**src/rtl/instr_fetch_if.sv**
```systemverilog
// Fetch-stage bus: program loader port, cpu fetch request and instruction return.
// fetch_req is taken only while busy==0 (busy is the inverse of ready); instr_valid/fault are one-cycle strobes with no backpressure.
interface instr_fetch_if #(
   parameter int ADDR_W = 8
);
   logic              ld_en;
   logic [ADDR_W-1:0] ld_addr;
   logic [7:0]        ld_data;
   logic              fetch_req;
   logic [31:0]       pc_in;
   logic [31:0]       instruction;
   logic              instr_valid;
   logic              busy;
   logic              fault;
   logic [2:0]        state_dbg;

   modport master (
      output ld_en, ld_addr, ld_data, fetch_req, pc_in,
      input  instruction, instr_valid, busy, fault, state_dbg
   );

   modport slave (
      input  ld_en, ld_addr, ld_data, fetch_req, pc_in,
      output instruction, instr_valid, busy, fault, state_dbg
   );
endinterface

```
**src/rtl/instr_fetch.sv**
```systemverilog
// Instruction fetch stage: byte-wide program memory read one byte per cycle,
// assembled big-endian into a 32-bit word delivered with a one-cycle strobe.
module instr_fetch #(
   parameter int DEPTH  = 256,
   parameter int ADDR_W = 8
) (
   input  logic        clk,
   input  logic        rst,
   instr_fetch_if.slave bus
);

   localparam int                MEM_AW   = (DEPTH > 1) ? $clog2(DEPTH) : 1;
   localparam logic [31:0]       LAST_PC  = 32'(DEPTH - 4);
   localparam logic [ADDR_W:0]   DEPTH_LD = (ADDR_W + 1)'(DEPTH);

   typedef enum logic [2:0] {
      IDLE = 3'd0,
      B0   = 3'd1,
      B1   = 3'd2,
      B2   = 3'd3,
      B3   = 3'd4
   } state_t;

   state_t      state_q, state_d;
   logic [31:0] addr_q, addr_d;
   logic [23:0] shift_q, shift_d;
   logic [31:0] instr_q, instr_d;
   logic        valid_q, valid_d;
   logic        fault_q, fault_d;

   logic [7:0]  mem [DEPTH];

   logic [1:0]  byte_idx;
   logic [31:0] rd_addr;
   logic [7:0]  rd_byte;
   logic        req_illegal;
   logic        ld_in_range;
   logic        unused_rd_bits;

   // The range check keeps addr_q+3 below DEPTH, so the upper address bits never select anything.
   always_comb begin
      byte_idx = 2'd0;
      case (state_q)
         B0:      byte_idx = 2'd0;
         B1:      byte_idx = 2'd1;
         B2:      byte_idx = 2'd2;
         B3:      byte_idx = 2'd3;
         default: byte_idx = 2'd0;
      endcase
   end

   assign rd_addr        = addr_q + {30'd0, byte_idx};
   assign rd_byte        = mem[rd_addr[MEM_AW-1:0]];
   assign unused_rd_bits = ^rd_addr[31:MEM_AW];

   assign req_illegal = (bus.pc_in[1:0] != 2'b00) || (bus.pc_in > LAST_PC);
   assign ld_in_range = ({1'b0, bus.ld_addr} < DEPTH_LD);

   // Memory has no reset; the combinational read above sees the pre-write byte.
   always_ff @(posedge clk) begin
      if (bus.ld_en && ld_in_range) begin
         mem[bus.ld_addr[MEM_AW-1:0]] <= bus.ld_data;
      end
   end

   always_comb begin
      state_d = state_q;
      addr_d  = addr_q;
      shift_d = shift_q;
      instr_d = instr_q;
      valid_d = 1'b0;
      fault_d = 1'b0;
      case (state_q)
         IDLE: begin
            if (bus.fetch_req) begin
               addr_d = bus.pc_in;
               if (req_illegal) begin
                  instr_d = 32'h0;
                  valid_d = 1'b1;
                  fault_d = 1'b1;
               end else begin
                  state_d = B0;
               end
            end
         end
         B0: begin
            shift_d = {shift_q[15:0], rd_byte};
            state_d = B1;
         end
         B1: begin
            shift_d = {shift_q[15:0], rd_byte};
            state_d = B2;
         end
         B2: begin
            shift_d = {shift_q[15:0], rd_byte};
            state_d = B3;
         end
         B3: begin
            instr_d = {shift_q, rd_byte};
            valid_d = 1'b1;
            state_d = IDLE;
         end
         default: begin
            state_d = IDLE;
         end
      endcase
   end

   always_ff @(posedge clk) begin
      if (!rst) begin
         state_q <= IDLE;
         addr_q  <= 32'h0;
         shift_q <= 24'h0;
         instr_q <= 32'h0;
         valid_q <= 1'b0;
         fault_q <= 1'b0;
      end else begin
         state_q <= state_d;
         addr_q  <= addr_d;
         shift_q <= shift_d;
         instr_q <= instr_d;
         valid_q <= valid_d;
         fault_q <= fault_d;
      end
   end

   assign bus.busy        = (state_q != IDLE);
   assign bus.instruction = instr_q;
   assign bus.instr_valid = valid_q;
   assign bus.fault       = fault_q;
   assign bus.state_dbg   = state_q;

endmodule

```
**src/flat_wrapper.sv**
```systemverilog
// flat-port wrapper written by rule: the top's interface ports become plain ports
module instr_fetch_flat 
#(
   parameter int DEPTH  = 256,
   parameter int ADDR_W = 8
)
  (clk, rst, bus_ld_en, bus_ld_addr, bus_ld_data, bus_fetch_req, bus_pc_in, bus_instruction, bus_instr_valid, bus_busy, bus_fault, bus_state_dbg);
  instr_fetch_if #(.ADDR_W(ADDR_W)) bus_i ();
  input  logic clk;
  input  logic rst;
  input wire logic [$bits(bus_i.ld_en)-1:0] bus_ld_en;
  input wire logic [$bits(bus_i.ld_addr)-1:0] bus_ld_addr;
  input wire logic [$bits(bus_i.ld_data)-1:0] bus_ld_data;
  input wire logic [$bits(bus_i.fetch_req)-1:0] bus_fetch_req;
  input wire logic [$bits(bus_i.pc_in)-1:0] bus_pc_in;
  output wire logic [$bits(bus_i.instruction)-1:0] bus_instruction;
  output wire logic [$bits(bus_i.instr_valid)-1:0] bus_instr_valid;
  output wire logic [$bits(bus_i.busy)-1:0] bus_busy;
  output wire logic [$bits(bus_i.fault)-1:0] bus_fault;
  output wire logic [$bits(bus_i.state_dbg)-1:0] bus_state_dbg;
  assign bus_i.ld_en = bus_ld_en;
  assign bus_i.ld_addr = bus_ld_addr;
  assign bus_i.ld_data = bus_ld_data;
  assign bus_i.fetch_req = bus_fetch_req;
  assign bus_i.pc_in = bus_pc_in;
  assign bus_instruction = bus_i.instruction;
  assign bus_instr_valid = bus_i.instr_valid;
  assign bus_busy = bus_i.busy;
  assign bus_fault = bus_i.fault;
  assign bus_state_dbg = bus_i.state_dbg;
  instr_fetch #(.DEPTH(DEPTH), .ADDR_W(ADDR_W)) u_core (.clk(clk), .rst(rst), .bus(bus_i));
endmodule
```
**config.mk**
```make
export PLATFORM = sky130hd
export DESIGN_NAME = instr_fetch_flat
export DESIGN_NICKNAME = d
export VERILOG_FILES = /design/src/rtl/instr_fetch_if.sv /design/src/rtl/instr_fetch.sv /design/src/flat_wrapper.sv
export SDC_FILE = /design/constraint.sdc
export NUM_CORES = 2
export LEC_CHECK = 0
export BUFFER_PORTS_ARGS = -buffer_cell sky130_fd_sc_hd__buf_2
export CAP_MARGIN = 5
export CELL_PAD_IN_SITES_DETAIL_PLACEMENT = 2
export CELL_PAD_IN_SITES_GLOBAL_PLACEMENT = 2
export CORE_MARGIN = 5
export CORE_UTILIZATION = 35
export CTS_BUF_LIST = sky130_fd_sc_hd__clkbuf_8
export DETAILED_ROUTE_END_ITERATION = 8
export PLACE_DENSITY = 0.71
export SYNTH_ARGS = -nofsm -noshare
export SYNTH_HDL_FRONTEND = slang
export SYNTH_SLANG_ARGS = --single-unit
```
**constraint.sdc**
```tcl
create_clock -name clk -period 11.1 [get_ports clk]
set_input_delay 2.22 -clock clk [delete_from_list [all_inputs] [get_ports clk]]
set_output_delay 2.22 -clock clk [all_outputs]
set_load 0.05 [all_outputs]
```
[Yosys cells after proc, flatten, opt, wreduce, memory -nomap -nowiden]
Memory sizes are Yosys's and may differ from the RTL's.
Cells that the tools add are included.
Operators by class
  $add $sub $neg: 1
  multipliers: 0
  div/mod/pow operators: 0
  magnitude comparators: 1
  equal/unequal tests: 7
  shifts and indexed selects: 0
  multiplexer cells: 12
  bitwise logic cells: 0
  reduce and logical (&&, ||, !) cells: 10
Operators with widths (number)
  2-to-1 mux 32 bit: 2
  case mux 32 bit (2 select lines): 1
  greater-than comparator 32 x 8 -> 1 bit, second input constant: 1
  case mux 3 bit (4 select lines): 1
  adder 8 x 2 -> 8 bit: 1
  equality test 3 x 2 -> 1 bit, second input constant: 2
  2-to-1 mux 3 bit: 2
  case mux 2 bit (3 select lines): 1
  AND reduction 2 bit: 3
  2-to-1 mux 1 bit: 4
  != test 2 bit, second input constant: 2
  nonzero test 2 bit: 2
  equality test 3 x 1 -> 1 bit, second input constant: 1
  equality test 3 bit, second input constant: 1
  zero test 3 bit: 1
  AND reduction 3 bit: 1
  nonzero test 3 bit: 1
  OR reduction 3 bit: 1
  != test 2 x 1 -> 1 bit, second input constant: 1
  case mux 1 bit (2 select lines): 1
  logical OR 1 bit: 1
Storage, ports and cells
  register bits after elaboration: 69
  bits in latches: 0
  memory bits (writable): 2048
  bits in read-only memories: 0
  input port bits: 52
  output and inout bits: 38
  word-level logic and storage cells: 38
  memories kept: 1
Memories
  u_core.mem: words 256, width 8, read ports 1, clocked after memory_dff 0, wr ports 1, line instr_fetch.sv:31  | logic [7:0] mem [DEPTH];

[Logic depth before layout (Yosys ltp)]
  depth after elaboration: 5
  gate-level depth with buffers: 22
  gate-level depth less buffers: 13

[Worst setup path before layout]
Ideal clock, no wire load.
  path type: register -> register
  start: register u_core.state_q[2] (netlist: u_core.bus.state_dbg[2])
  end: register u_core.shift_q[0]
  library setup time: 0.122 ns
  arrival: 4.544 ns
  required time: 10.978 ns
  path slack: 6.434 ns
  cell stages (with the launch flop): 18
  buffers on the path: 7
  clock period less this slack: 4.666 ns
  cell sequence: dfxtp_1 -> clkbuf_1 -> and2_1 -> clkbuf_1 -> clkbuf_1 -> nor2_1 -> fa_1 -> buf_4 -> xnor2_4 -> buf_6 -> buf_4 -> buf_4 -> mux4_2 -> mux2i_1 -> a32oi_1 -> a211oi_1 -> nand3_1 -> a311o_1
Between the ends
  longest elaborated chain between the ends: 4
  elaborated cells between the ends (all ways): 8
  those cells by class: add/sub: 1; eq/ne: 4; mux: 1; reduce/logical: 1; memory: 1
RTL lines
  from (decl): line instr_fetch.sv:24  | state_t state_q, state_d;
  from (signal assigned): line instr_fetch.sv:118  | state_q <= state_d;
  equality test 3 bit or equality test 3 x 2 -> 1 bit (tied branches): line instr_fetch.sv:43, instr_fetch.sv:73
  case mux 2 bit (3 select lines): line instr_fetch.sv:43  | case (state_q)
  adder 8 x 2 -> 8 bit: line instr_fetch.sv:52  | assign rd_addr = addr_q + {30'd0, byte_idx};
  memory read (256 x 8 bit)
  to (signal assigned): line instr_fetch.sv:120  | shift_q <= shift_d;
  to (decl): line instr_fetch.sv:26  | logic [23:0] shift_q, shift_d;
Several ways; a longest one is shown, not always the timed one.
A chain may end at the register's enable or synchronous reset.

[Worst setup path after layout]
  start: register u_core.state_q[2] (netlist: u_core.bus.state_dbg[2])
  end: register u_core.shift_q[2]
The elaborated chain is that of the path after synthesis.

==> implementation parameters <==
Parameter                              Value

Die
  Full die area ... between 200,000 and 250,000 µm²
  Boundary Pins ... 90
  Core Region ... about 240,000 µm²
  Die Ht ... 497 µm
  Number of rows created at floorplan ... about 180
  Die Wd ... 497 µm
  Initial Util ... 0.352

Global routing
  Vias in the first global route ... a little over 50k
  Pin count of the biggest net entering global routing ... about 130
  Total global routing overflow ... 0
  Antenna violations before repair ... 24
  Wire length of the first global-routing pass ... a little over 400 mm
  Total GRT Usage ... 0.228

Clock network
  Maximum clock path buffer count ... 4
  Clock network latency to the later pin of the worst-skew pair ... approximately 1.1 ns
  CTS sink count ... between 2k and 2.5k
  Number of gates resized after cts ... 0
  Reg clk slew, reported paths ... roughly 0.060 ns
  Post-CTS Setup Inserts ... 0
  CTS tree ... built
  CTS Root Buffer Type ... clkbuf_8
  TritonCTS Buffers ... between 300 and 400
  H-tree levels ... 5
  Hold_buf cts ... 0

Synthesis
  Area share of the largest cell type after synthesis ... 0.742
  Flip-flop and latch count after synthesis ... 2,117
  Combined area of all synthesized cells ... between 80,000 and 90,000 µm²
  Post-synth EDFFs ... ~2.0k
  Gate Count Post-Synth ... roughly 4.6k
  Mean post-synth cell area ... 17.9 µm²
  Part of the Yosys area used for sequential elements ... 0.758
  Async set-reset flop share out of synthesis ... 0
  Count of distinct cell types in the synthesized netlist ... a little under 80
  Top flip-flop cell by instance count after synthesis ... edfxtp_1
  Count of synthesis-stage warnings from yosys ... 0
  Post-synthesis cell type with the largest combined area ... edfxtp_1
  Cells taking the most area after synthesis ... edfxtp_1, mux4_2, mux2i_1
  Net Count, Synth ... 4,694

Cells and area
  Layout cells sized above 1 ... 0.198
  Final core utilization ... 0.397
  Area overhead of the layout relative to synthesis ... 12.8%
  Count of nets after finishing ... approximately 5.0k
  Most frequent cells in the layout ... edfxtp_1, nand2_1, clkbuf_8
  Most common cell after layout, fill and taps aside ... edfxtp_1

Setup path
  RR Startpoint ... u_core.bus.state_dbg[2]
  Logic depth of the worst register-to-register path ... 15
  Cell-by-cell trace of the critical path ... xnor2_1 -> nor2_1 -> ha_4 -> inv_1 -> fa_4 -> buf_4 -> buf_12 -> mux4_2 -> nor2_1 -> a221oi_1 -> mux4_2 -> a2bb2oi_1 -> nand4_1 -> o211ai_1 -> a21oi_1
  Largest fanout on the critical path ... between 100 and 150
  Critical path depth ... 15
  Start point of the critical path ... u_core.bus.state_dbg[2]
  CP Buf/Inv Count ... 3
  Reg2Reg Capture Point ... u_core.shift_q[2]
  Critical Path End Type ... flip-flop
  Data required time of the worst path ... 12.00 ns
  Slowest cell delay on critical path ... about 1.2 ns
  Arrival time at the worst endpoint ... 7.36 ns
  Startpoint type of the worst setup path ... flip-flop
  Slowest cell on crit path ... fa_4
  Dominant delay contributor by cell family on the critical path ... adder cells
  Setup slack of the worst register-to-register path ... 4.64 ns
  Type of the worst setup path ... reg -> reg

Pwr
  Reg power frac ... 0.537
  Final Power ... approximately 16 mW
  Switching fraction of total power ... 0.243
  Net switching power ... about 4.0 mW
  Worst-case vdd ir drop ... just under 0.08 mV
  Cell-internal power ... between 10 and 15 mW
  Comb power frac ... 0.061
  Cell area power density ... between 150 and 200 nW/µm²
  Leak pwr ... about 30 nW
  Relative contribution of the clock network to total power ... 0.402

Timing
  Setup violators final ... 0
  Clock skew after layout ... about 0.11 ns
  Setup TNS Final ... 0 ns
  Final-layout worst hold slack ... ~0.46 ns
  Slack of the critical path ... about 4.6 ns
  Final Max Tran Viols ... 0
  Hold violation total from the final report ... 0
  Final cycle utilization of the critical path ... 0.582
  Worst relative slew slack ... 0.0480
  Setup repair after global routing missed its margin ... false
  Maximum achievable frequency ... about 0.15 GHz
  Shortest clock period the worst path allows after layout ... 6.46 ns
  Slew at the pin with the worst max-slew slack ... about 1.4 ns

Detailed routing
  Total number of vias ... 48.2k
  Detailed-route wire length ... between 200 and 300 mm
  ANT nets after route ... 0
  DR DRC count ... 0
  DR vias/cell ... between 5 and 6
  Routed length per instance ... 34.3 µm
  Number of iterations in the first detailed-routing pass ... 5
  Number of design-rule violations left by the first detailed-router iteration ... 6,002

Min path
  Worst hold stages ... 2
  Worst Min Path Start ... u_core.shift_q[21]
  Hold Path End ... u_core.shift_q[21]
  Type of the most critical hold path ... reg -> reg

Flow run
  Max Cap Violations ... 0

Place
  Post-Place Setup Slack ... ~4.8 ns
  DP HPWL ... approximately 170 mm
  Port bufs ... 89
  Global placement routability congestion ... about 0.82

Run status
  Run status ... completed
-- Yosys cell counts, types with 9 or more instances --
library cell	n
nor2_1	351
and3_1	13
a21oi_1	69
a221oi_1	28
a31oi_1	51
mux2i_1	209
a22oi_1	52
nand2_1	557
nand3_1	183
buf_1	28
a32oi_1	53
o2111ai_1	11
buf_2	79
buf_6	17
clkbuf_1	135
nor3_1	21
edfxtp_1	2048
mux2_2	9
nand4_1	42
a311oi_1	9
o21ai_0	33
dfxtp_1	69
buf_4	34
mux4_2	354
nor4_1	10
nor2b_1	11
-- worst min-delay path, stage by stage (launching register included) --
cell	delay, ns
dfxtp_1	0.31
nand2_1	0.05
a21oi_1	0.05
-- cells by family after synthesis --
family | count (synthesis) | share of synthesized area
flip-flops | 2117 | 0.758
AND/OR/NAND/NOR | 1223 | 0.0623
buffers and inverters | 303 | 0.0183
adder cells (fa/ha/maj) | 3 | 0.000543
multiplexers | 575 | 0.124
AO/OA/AOI/OAI | 410 | 0.0360
XOR/XNOR | 8 | 0.00107
-- through the flow --
step           cells  instance area [µm²]
6_report        8330                93500
5_1_grt         8325                93500
4_1_cts         8321                93500
3_5_place_dp    7692                87000
3_3_place_gp    7692                87000
2_1_floorplan   4639                82900
-- worst max-delay path by stage --
stage	end	slack [ns]
floorplan	u_core.shift_q[0]	6.43
CTS	u_core.bus.instruction[5]	4.76
detailed placement	u_core.bus.instruction[5]	4.77
global route	u_core.shift_q[2]	4.64
global placement	u_core.bus.instruction[5]	4.95
finish	u_core.shift_q[2]	4.64
-- state kept, by name, indices dropped and copies added (netlist names) --
signal	count
u_core.mem	2048
u_core.bus.instr_valid	1
u_core.addr_q	8
u_core.bus.fault	1
u_core.bus.instruction	32
u_core.bus.state_dbg	3
u_core.shift_q	24
-- power groups by stage --
stage,clock [mW],sequential [mW],combinational [mW]
after detailed placement,0,8.95,0.985
after floorplan,0,8.95,0.495
final,6.58,8.79,0.998
after global placement,0,8.95,0.944
after global routing,7.11,8.78,1.03
after CTS,6.68,8.79,0.990
-- final cells by class --
class	instances	area, µm²
well taps	3150	3940
fillers	22600	142000
clock inverters	248	1210
clock buffers	381	5240
inverters	8	32.5
repair buffers	199	1460
multi-input cells	2219	18700
diodes	8	20.0
flip-flops and latches	2117	62900
-- metal layers --
metal,vias to the layer above,wire length [µm],track usage
met4,12,10600,0.0814
met3,549,24000,0.0520
met2,2477,137000,0.367
li1,19100,-,-
met5,-,81,0
met1,26100,114000,0.305
No activity file was read; power rests on OpenSTA's default activity.
